<file path="src/rtl/epw22_cpu.sv">
// 16-bit single-issue register-machine core: 8 registers, one instruction at a
// time over valid/ready, result write-back port and a synchronous data-memory port.
module epw22_cpu #(
    parameter int DATA_W = 16,
    parameter int NREG   = 8
) (
    input  logic              clk,
    input  logic              reset,
    input  logic              instr_valid,
    input  logic [15:0]       instr,
    output logic              instr_ready,
    output logic              result_valid,
    output logic [DATA_W-1:0] result,
    output logic [2:0]        result_reg,
    output logic [3:0]        flags,
    output logic [DATA_W-1:0] mem_addr,
    output logic [DATA_W-1:0] mem_wdata,
    output logic              mem_we,
    input  logic [DATA_W-1:0] mem_rdata,
    output logic              halted,
    output logic [1:0]        dbg_state
);

    typedef enum logic [1:0] {IDLE, MEM_RD, MEM_WR, HALT} state_t;

    state_t            state_q;
    logic [DATA_W-1:0] regs_q [NREG];
    logic [DATA_W-1:0] result_q, mem_addr_q, mem_wdata_q;
    logic [2:0]        result_reg_q, ld_rd_q;
    logic [3:0]        flags_q;
    logic              result_valid_q, mem_we_q, halted_q;

    logic [3:0]        op;
    logic [2:0]        rd;
    logic [DATA_W-1:0] a, b, res_d;
    logic [DATA_W:0]   wide_d;
    logic              c_d, v_d, wr_d, set_flags_d;

    assign op = instr[15:12];
    assign rd = instr[11:9];
    assign a  = regs_q[instr[8:6]];
    assign b  = regs_q[instr[5:3]];

    // Handshake: an instruction transfers on a rising edge where instr_valid and
    // instr_ready are both 1; instr_ready is high only in IDLE and never in reset.
    assign instr_ready  = (state_q == IDLE) && !reset;
    assign result_valid = result_valid_q;
    assign result       = result_q;
    assign result_reg   = result_reg_q;
    assign flags        = flags_q;
    assign mem_addr     = mem_addr_q;
    assign mem_wdata    = mem_wdata_q;
    assign mem_we       = mem_we_q;
    assign halted       = halted_q;
    assign dbg_state    = state_q;

    always_comb begin
        res_d       = '0;
        wide_d      = '0;
        c_d         = 1'b0;
        v_d         = 1'b0;
        wr_d        = 1'b0;
        set_flags_d = 1'b0;
        case (op)
            4'h1, 4'hD: begin
                wide_d      = {1'b0, a} + ((op == 4'h1) ? {1'b0, b} : (DATA_W+1)'(1));
                res_d       = wide_d[DATA_W-1:0];
                c_d         = wide_d[DATA_W];
                v_d         = !a[DATA_W-1] && res_d[DATA_W-1];
                if (op == 4'h1)
                    v_d = (a[DATA_W-1] == b[DATA_W-1]) && (res_d[DATA_W-1] != a[DATA_W-1]);
                wr_d        = 1'b1;
                set_flags_d = 1'b1;
            end
            4'h2, 4'hE: begin
                // Bit DATA_W of the widened difference is the unsigned borrow.
                wide_d      = {1'b0, a} - {1'b0, b};
                res_d       = wide_d[DATA_W-1:0];
                c_d         = wide_d[DATA_W];
                v_d         = (a[DATA_W-1] != b[DATA_W-1]) && (res_d[DATA_W-1] != a[DATA_W-1]);
                wr_d        = (op == 4'h2);
                set_flags_d = 1'b1;
            end
            4'h3: begin res_d = a & b;       wr_d = 1'b1; set_flags_d = 1'b1; end
            4'h4: begin res_d = a | b;       wr_d = 1'b1; set_flags_d = 1'b1; end
            4'h5: begin res_d = a ^ b;       wr_d = 1'b1; set_flags_d = 1'b1; end
            4'h6: begin res_d = a << b[3:0]; wr_d = 1'b1; set_flags_d = 1'b1; end
            4'h7: begin res_d = a >> b[3:0]; wr_d = 1'b1; set_flags_d = 1'b1; end
            4'hC: begin res_d = ~a;          wr_d = 1'b1; set_flags_d = 1'b1; end
            4'h8: begin res_d = {{(DATA_W-9){instr[8]}}, instr[8:0]}; wr_d = 1'b1; end
            4'hB: begin res_d = a;           wr_d = 1'b1; end
            default: ;
        endcase
    end

    always_ff @(posedge clk or posedge reset) begin
        if (reset) begin
            state_q        <= IDLE;
            for (int i = 0; i < NREG; i++) regs_q[i] <= '0;
            result_q       <= '0;
            result_reg_q   <= '0;
            result_valid_q <= 1'b0;
            flags_q        <= '0;
            mem_addr_q     <= '0;
            mem_wdata_q    <= '0;
            mem_we_q       <= 1'b0;
            halted_q       <= 1'b0;
            ld_rd_q        <= '0;
        end else begin
            result_valid_q <= 1'b0;
            mem_we_q       <= 1'b0;
            case (state_q)
                IDLE: if (instr_valid) begin
                    if (wr_d) begin
                        regs_q[rd]     <= res_d;
                        result_q       <= res_d;
                        result_reg_q   <= rd;
                        result_valid_q <= 1'b1;
                    end
                    if (set_flags_d)
                        flags_q <= {res_d == '0, res_d[DATA_W-1], c_d, v_d};
                    case (op)
                        4'h9: begin
                            mem_addr_q <= a;
                            ld_rd_q    <= rd;
                            state_q    <= MEM_RD;
                        end
                        4'hA: begin
                            mem_addr_q  <= a;
                            mem_wdata_q <= b;
                            mem_we_q    <= 1'b1;
                            state_q     <= MEM_WR;
                        end
                        4'hF: begin
                            halted_q <= 1'b1;
                            state_q  <= HALT;
                        end
                        default: ;
                    endcase
                end
                MEM_RD: begin
                    regs_q[ld_rd_q] <= mem_rdata;
                    result_q        <= mem_rdata;
                    result_reg_q    <= ld_rd_q;
                    result_valid_q  <= 1'b1;
                    state_q         <= IDLE;
                end
                MEM_WR:  state_q <= IDLE;
                default: state_q <= HALT;
            endcase
        end
    end

endmodule

</file>
<file path="config.mk">
export PLATFORM = sky130hd
export DESIGN_NAME = epw22_cpu
export DESIGN_NICKNAME = d
export VERILOG_FILES = /design/src/rtl/epw22_cpu.sv
export SDC_FILE = /design/constraint.sdc
export NUM_CORES = 1
export LEC_CHECK = 0
export CAP_MARGIN = 20
export CORE_MARGIN = 2
export CORE_UTILIZATION = 25
export DETAILED_ROUTE_END_ITERATION = 16
export PLACE_DENSITY_LB_ADDON = 0.12
export SLEW_MARGIN = 15
export SYNTH_ARGS = -nofsm -noshare
export SYNTH_HDL_FRONTEND = slang
export SYNTH_SLANG_ARGS = --single-unit
</file>
<file path="constraint.sdc">
create_clock -name clk -period 18.8 [get_ports clk]
set_input_delay 3.76 -clock clk [delete_from_list [all_inputs] [get_ports clk]]
set_output_delay 3.76 -clock clk [all_outputs]
set_load 0.02 [all_outputs]
</file>
# == After elaboration in Yosys (flattened, before gate mapping) ==
# Index checks and enable logic that the tools add are counted.
# classes
add_sub_neg,2
multipliers,0
div_mod_pow,0
order_cmp,6
eq_ne,24
n_shift,2
mux,37
bitwise,8
reduce_logical,24
# ops
op,n
bitwise mux 128 bit,2
two-way mux 128 bit,2
case mux 128 bit (2 select lines),1
case mux 16 bit (10 select lines),1
two-way mux 16 bit,9
binary-select mux 16 bit (select 3 bit),2
demux 16 bit (select 3 bit),2
equality test 4 bit (second input constant),8
case mux 16 bit (2 select lines),1
OR reduction 10 bit,2
AND reduction 3 bit,6
adder 16 x 16 -> 17 bit,1
subtractor 16 x 16 -> 17 bit,1
AND 16 bit,1
equality test 4 x 3 -> 1 bit (second input constant),4
greater-or-equal comparator 4 bit (second input constant),4
zero test 16 bit,1
NOT 16 bit,1
NOT 3 -> 4 bit,4
OR 16 bit,1
left shift 16 x 4 -> 16 bit,1
>> shifter 16 x 4 -> 16 bit,1
XOR 16 bit,1
equality test 4 x 2 -> 1 bit (second input constant),2
21 further kinds,44
# word_totals
register_bits,191
latchBits,0
ram_bits,0
rom_bits,0
out_inout_bits,61
elab_cells,121
memories,0

# == Depth between registers and ports, before layout ==
# Gate-level depths: netlist (run 1).
# logic_depth
word_depth,11
depth_mapped,23
mapped_depth_nobuf,19

# == Worst setup path before layout (run 1) ==
# No wires, ideal clock.
# synth_timing
kind,input-to-reg
startpoint,input instr[3]
endpoint,register regs_q[91] (netlist name)
arrival_ns,8.329
required_time_ns,18.681
slack_ns,10.352
stages,17
n_path_buf,5
cell_sequence,buf_4 > buf_6 > buf_1 > clkbuf_1 > mux4_2 > mux2i_1 > ha_1 > or4_1 > and4_1 > o41ai_1 > xnor2_1 > nor2_1 > nor4_1 > a21o_1 > buf_2 > o221ai_1 > o21a_1
# synth_between
elab_chain_len,11
word_cells_on_any_way,17
# synth_rtl
item,line_no,source
from (decl),10,"input logic [15:0] instr,"
NOT 3 -> 4 bit (implied by the code) (*),42,assign b = regs_q[instr[5:3]];
binary-select mux 16 bit (select 3 bit) (*),42,
two-way mux 16 bit (implied by the code) (*) (2 in a row),42,
two-way mux 16 bit,66,"wide_d = {1'b0, a} + ((op == 4'h1) ? {1'b0, b} : (DATA_W+1)'(1));"
adder 16 x 16 -> 17 bit,66,
case mux 16 bit (10 select lines) (*),64,case (op)
bitwise mux 128 bit (*),115,regs_q[rd] <= res_d;
two-way mux 128 bit (*),114,if (wr_d) begin
two-way mux 128 bit (*),113,IDLE: if (instr_valid) begin
case mux 128 bit (2 select lines) (*),112,case (state_q)
"to (signal, indexed assignment)",115,
"to (signal, indexed assignment)",142,regs_q[ld_rd_q] <= mem_rdata;
to (decl),27,logic [DATA_W-1:0] regs_q [NREG];
# Mark *: on every way between the ends. The rest lies on a longest branch, timed or not. The select of a mux whose other input is x is not followed.
# A chain may end at the register's enable or synchronous reset.

# == Final worst setup path (run 1) ==
# layout_timing
startpoint,input instr[3]
endpoint,register regs_q[92] (netlist name)
# Same word-level chain as after synthesis.

==> results of run 1 <==
==> cells by family (layout without fill, tap and decap cells) <==
family / after synthesis / count (layout) / share of synthesized area
muxes: 153 / 153 / 0.1616
DFF: 191 / 191 / 0.3166
AOI/OAI and AO/OA: 547 / 547 / 0.2480
buffers and inverters: 186 / 221 / 0.05130
xor gates and xnor gates: 21 / 21 / 0.01218
and+or+nand+nor: 504 / 504 / 0.1513
adders and majority gates: 70 / 70 / 0.05901
==> critical path, cell delays in order <==
cell,delay (ns)
buf_2,0.08
buf_4,0.35
buf_4,0.42
mux4_2,0.59
mux2i_4,0.15
buf_4,0.42
inv_2,0.39
ha_1,0.34
fa_1,0.40
or2_2,0.32
a221oi_1,0.51
o211ai_1,0.24
a31oi_1,0.30
xor2_1,0.18
o32ai_1,0.16
or4b_1,0.61
nand2_1,0.30
o221ai_1,0.18
o21a_1,0.16
==> cell type report <==
type | instances | area share
clock buffers | 19 | 0.02490
clock inverters | 11 | 0.009141
inverters | 53 | 0.01188
multi-input cells | 1295 | 0.5506
flip-flops and latches | 191 | 0.2749
well taps | 782 | 0.05628
repair buffers | 138 | 0.07226
==> cells in the final DEF, fill, tap and decap left out, types with 15 or more instances in the layout <==
master	n
clkdlybuf4s50_1	90
o221ai_1	48
a31oi_1	38
buf_4	42
o21ai_1	15
o21a_1	51
o22a_1	39
xnor2_1	18
dfrtp_1	191
mux2i_1	61
nor2_1	186
nand2_1	158
mux4_2	60
o22ai_1	16
ha_1	68
nor3_1	31
clkbuf_16	17
o21ai_0	88
inv_1	37
a21oi_1	109
nand3_1	26
a22oi_1	38
==> layer usage <==
metal	routed length, um	up-vias	GRT usage	share of wire
met5	0	-	0	0
met2	31400	489	0.3487	0.47
li1	-	6317	-	-
met4	2182	0	0.08038	0.032
met3	2754	95	0.02712	0.041
met1	30980	7114	0.2964	0.46
==> final timing paths <==
kind / to / slack, ns / cells past startpoint
worst max-delay path: regs_q[92] / 9.24 / 19
worst min-delay path: halted / 0.49 / 1
worst max register to register: regs_q[92] / 13.02 / 16
worst min register to register: halted / 0.49 / 1
max in group asynchronous: regs_q[29] / 13.68 / 3
min in group asynchronous: halted / 3.79 / 2
==> power by group <==
part / internal, mW / switching (mW)
clock network: 0.210 / 0.186
registers: 0.412 / 0.00126
logic: 0.0389 / 0.0864
==> per-stage QoR <==
stage,util,worst slack [ns]
detailed placement,0.2795,8.815
global placement,0.2794,8.853
finish,0.2896,9.245
CTS,0.2894,9.345
floorplan,-,9.841
global route,0.2896,8.980
==> impl_results.md, run 1 <==
* Die W at 249.7 um
* Final hold vios at 0
* First-pass DRT Iterations at 5
* Status: finished clean
* Syn Std Cell Area at 15100 um2
* Vias in the first global route at 13740
* Hold buffer count at cts at 0
* VDD IR max at 70.67 uV
* Starting DRT DRC Count at 1228
* Fin crit period at 9.555 ns
* Post-Layout Cell Count at 2489
* Number of port buffers at 95
* Number of fill cells at 6392
* Root Driver: clkbuf_16
* Leakage at 6.976 nW
* Final Power at 0.9338 mW
* Antenna violations before repair at 0
* Drt total wl at 67320 um
* CP endpoint kind: flip-flop
* Total track usage at 0.2164
* Initial Utilization at 0.2515
* Ant. Diodes at 0
* Grt ovf at 0
* Share of cells above drive strength 1 at 0.1207
* EDFF count, synth at 0
* CTS H-tree depth at 4
* Sink Count at 191
* Register area at 4780 um2
* Routed via count at 14020
* Die area at 62370 um2
* PD cells at 53.72 nW/um2
* WL per Instance at 27.05 um
* IO Pins at 96
* Synth Register Bits at 191
* Synth warnings at 0
* DRC Markers at 0
* Post-route ant nets at 0
* Final setup TNS at 0 ns
* Final setup violation count at 0
* Crit start category: input pin
* Fin crit share at 0.5082
* Area after DPL at 16780 um2
* Die height at 249.7 um
* Syn avg cell area at 9.029 um2
* Postcts setup bufs at 0
* Worst Setup Path Type: input pin to flip-flop
* Class of the worst hold path: flip-flop to flip-flop
* Synth top area cells: dfrtp_1 32%, mux4_2 9.0%, ha_1 5.6%
* Cell Count Post-Placement at 2458
* Critical R2R Launch: regs_q[16]
* Final slew viol count at 0
* Critical Path RT at 19.19 ns
* # rows at 90
* Synth top cells by count: 191 x dfrtp_1, 186 x nor2_1, 158 x nand2_1
* CP arrival at 9.95 ns
* Hold slack at 0.4852 ns
* Syn-to-layout area delta at 15.16%
* Multi-input gate area at 9572 um2
* Core area at 60020 um2
* Ys flop type: dfrtp_1
* Hpwl dp at 47490 um
* RSZ-0062 raised after global routing: false
* Crit-path max FO at 26
* First-pass GRT wire length at 98910 um
* Synth Instances at 1672
* Clock Skew at 0.02177 ns
* Cts repair resizes at 0
* Post-synth top area share at 0.3166
* Largest register FFs at 128
* Finished Cell Area at 17380 um2
* Largest net degree at the start of global routing at 91
* Maxcap violations at 0
* Maximum buffer depth of the clock tree at 2
* Net count after synthesis at 1777
* Ys async rst share at 1.000
* Slew @ Worst Pin at 1.107 ns
* Netlist cell types at 80
* Fmax at 104.7 MHz
* Sequential area share after synthesis at 0.3166
* Clk_lat worst skew at 0.50 ns
* CTS buffer count at 17
* CTS tree: yes
* Worst hold start: halted
* Synth area leader: dfrtp_1
* Avg Vias per Cell at 5.631
* # nets final at 1801
* Crit path from: instr[3]
* Max-slew headroom at 0.2407
* Top-count cell post-synth: dfrtp_1
* Gpl congestion at 0.9125
* Worst-path clk slew at 0.08 ns
Note: power is estimated with default switching activity, not from simulation.
==> inputs of run 2 (changes only) <==
clock period = 8.4 ns   (was 18.8 ns; I/O delays follow)
==> run 2 against run 1 <==
- sequential power up 120%
- global-route usage up 0.35 points
- sequential cell count unchanged
- largest cell class unchanged
==> impl_results.md, run 2 (synthesized netlist as in run 1, its figures left out) <==
* Crit start category: input pin
* Final setup violation count at 0 (unchanged)
* Ant. Diodes at 0 (unchanged)
* Fin util at 0.2910 (+0.001376)
* Critical Path RT at 8.80 ns (-10.39 ns)
* CTS tree: yes
* Status: finished clean
* CP endpoint kind: flip-flop
* Net switching power figure at 0.6280 mW (+130%)
* Avg Vias per Cell at 5.637 (+0.12%)
* Leakage at 7.035 nW (+0.86%)
* Worst Setup Path Type: input pin to flip-flop
* Sink Count at 191 (unchanged)
* Clk_lat worst skew at 0.50 ns (about the same)
* Die area at 62370 um2 (unchanged)
* Largest net degree at the start of global routing at 80 (-12%)
* Min-Delay Endpoint: halted
* Highest-count cells in the layout ignoring fill and taps: 191 x dfrtp_1, 186 x nor2_1, 158 x nand2_1
* Worst path cell trace: buf_2 -> buf_4 -> nor2_1 -> a22oi_1 -> nand2_1 -> ha_1 -> o21ba_2 -> or4_1 -> and4_1 -> o41ai_1 -> a211o_1 -> a221oi_1 -> xnor2_1 -> o221ai_2 -> nand2_1 -> o31ai_1
* Most common cell after layout, fill and taps aside: dfrtp_1
* Met2 WL at 32300 um (+2.9%)
* # rows at 90 (unchanged)
* WP buf/inv at 2 (-3)
* PD cells at 117.8 nW/um2 (+120%)
* Starting DRT DRC Count at 1333 (+8.6%)
* Hpwl dp at 49480 um (+4.2%)
* VDD IR max at 170.1 uV (+140%)
* Worst-path clk slew at 0.08 ns (about the same)
* Initial Utilization at 0.2515 (unchanged)
* # nets final at 1818 (+0.94%)
* Die W at 249.7 um (unchanged)
* Logic pwr share at 0.138 (+0.004)
* R2R cell count at 14 (-2)
* Gpl congestion at 0.9296 (+1.9%)
* Syn-to-layout area delta at 15.71%
* Die height at 249.7 um (unchanged)
* DP Worst Slack at 1.013 ns (-7.801 ns)
* Kind of cell adding the most delay to the critical path: compound AO/OA/AOI/OAI gates
* First-pass GRT wire length at 100300 um (+1.5%)
* Hold slack at 0.4816 ns (-0.003566 ns)
* Routed wl met3 at 3187 um (+16%)
* Class of the worst hold path: flip-flop to flip-flop
* Fmax at 146.8 MHz
* Largest register FFs at 128 (unchanged)
* Crit-path max FO at 18 (-31%)
* CP peak stage delay at 0.68 ns (+0.07 ns)
* Drt total wl at 68530 um (+1.8%)
* Post-route ant nets at 0 (unchanged)
* Worst hold start: halted
* CP most frequent cell: nand2_1
* Critical R2R Launch: regs_q[81]
* Clock Skew at 0.01159 ns (-0.01017 ns)
* Antenna violations before repair at 0 (unchanged)
* Cts repair resizes at 0 (unchanged)
* RR Endpoint: regs_q[79]
* Hold buffer count at cts at 0 (unchanged)
* Maxcap violations at 0 (unchanged)
* Final setup margin at 1.589 ns (-7.656 ns)
* RSZ-0062 raised after global routing: false
* Slowest cell on the critical path: o41ai_1
* Slew @ Worst Pin at 0.9924 ns (-0.1148 ns)
* CTS H-tree depth at 4 (unchanged)
* Root Driver: clkbuf_16
* Grt ovf at 0 (unchanged)
* Sequential Power Share at 0.450 (+0.007)
* WL per Instance at 27.34 um (+1.1%)
* DRC Markers at 0 (unchanged)
* Switching fraction of total power at 0.3053 (+0.01278)
* Share of cells above drive strength 1 at 0.1293 (+0.008596)
* Final slew viol count at 0 (unchanged)
* Vias in the first global route at 13690 (-0.36%)
* Clock power share at 0.412 (-0.011)
* First-pass DRT Iterations at 5 (unchanged)
* Min-Delay Path Depth at 1 (unchanged)
* IO Pins at 96 (unchanged)
* Fin crit period at 6.811 ns
* Routed met1 length at 30680 um (-0.99%)
* Postcts setup bufs at 0 (unchanged)
* Number of port buffers at 95 (unchanged)
* Total track usage at 0.2199 (+0.003515)
* CTS buffer count at 17 (unchanged)
* Int Power at 1.429 mW (+120%)
* Uppermost layer routed: met4
* Final setup TNS at 0 ns (unchanged)
* Routed via count at 14130 (+0.84%)
* Maximum buffer depth of the clock tree at 2 (unchanged)
* Reg2Reg Setup Slack at 3.20 ns (-9.82 ns)
* Final hold vios at 0 (unchanged)
* Max-slew headroom at 0.3333 (+0.09256)
* Fin crit share at 0.8108
* Core area at 60020 um2 (unchanged)
* CP arrival at 7.21 ns (-2.74 ns)
## run 2: stage by stage
| stage | power [mW] | area, um2 | cells |
|---|---|---|---|
| detailed placement | 1.227 | 16900 | 2475 |
| finish | 2.057 | 17470 | 2507 |
| CTS | 2.087 | 17460 | 2506 |
| floorplan | 1.114 | 15100 | 1672 |
| global placement | 1.229 | 16900 | 2475 |
| global route | 2.139 | 17470 | 2507 |
## run 2: worst max path at each step
stage / startpoint / end / slack (ns) / cells after the start
floorplan: reset / dbg_state[0] / 1.52 / 1
global placement: instr[5] / regs_q[79] / 1.10 / 13
detailed placement: instr[5] / regs_q[79] / 1.01 / 13
CTS: instr[5] / regs_q[79] / 1.55 / 13
global route: instr[4] / flags[3] / 1.32 / 19
finish: instr[4] / regs_q[79] / 1.59 / 16
## run 2: layer usage
| metal | GRT usage | up-vias |
|---|---|---|
| li1 | - | 6373 |
| met1 | 0.2965 | 7128 |
| met2 | 0.3577 | 533 |
| met3 | 0.03045 | 99 |
| met4 | 0.08227 | 0 |
| met5 | 0 | - |
## run 2: area by class of cell
type / instances / area [um2]
sequential: 191 / 4780
clock inverter: 11 / 111.4
clock buffer: 20 / 446.7
fill: 6360 / 42550
multi-input combinational: 1295 / 9570
tap: 782 / 978.4
inverter: 53 / 206.4
timing repair buffer: 155 / 1374
## run 2: power by group through the flow
stage	Combinational, mW	Clock, mW	Sequential, mW
finish	0.285	0.847	0.925
global route	0.304	0.910	0.926
CTS	0.284	0.877	0.925
detailed placement	0.284	0	0.944
global placement	0.286	0	0.944
floorplan	0.167	0	0.947
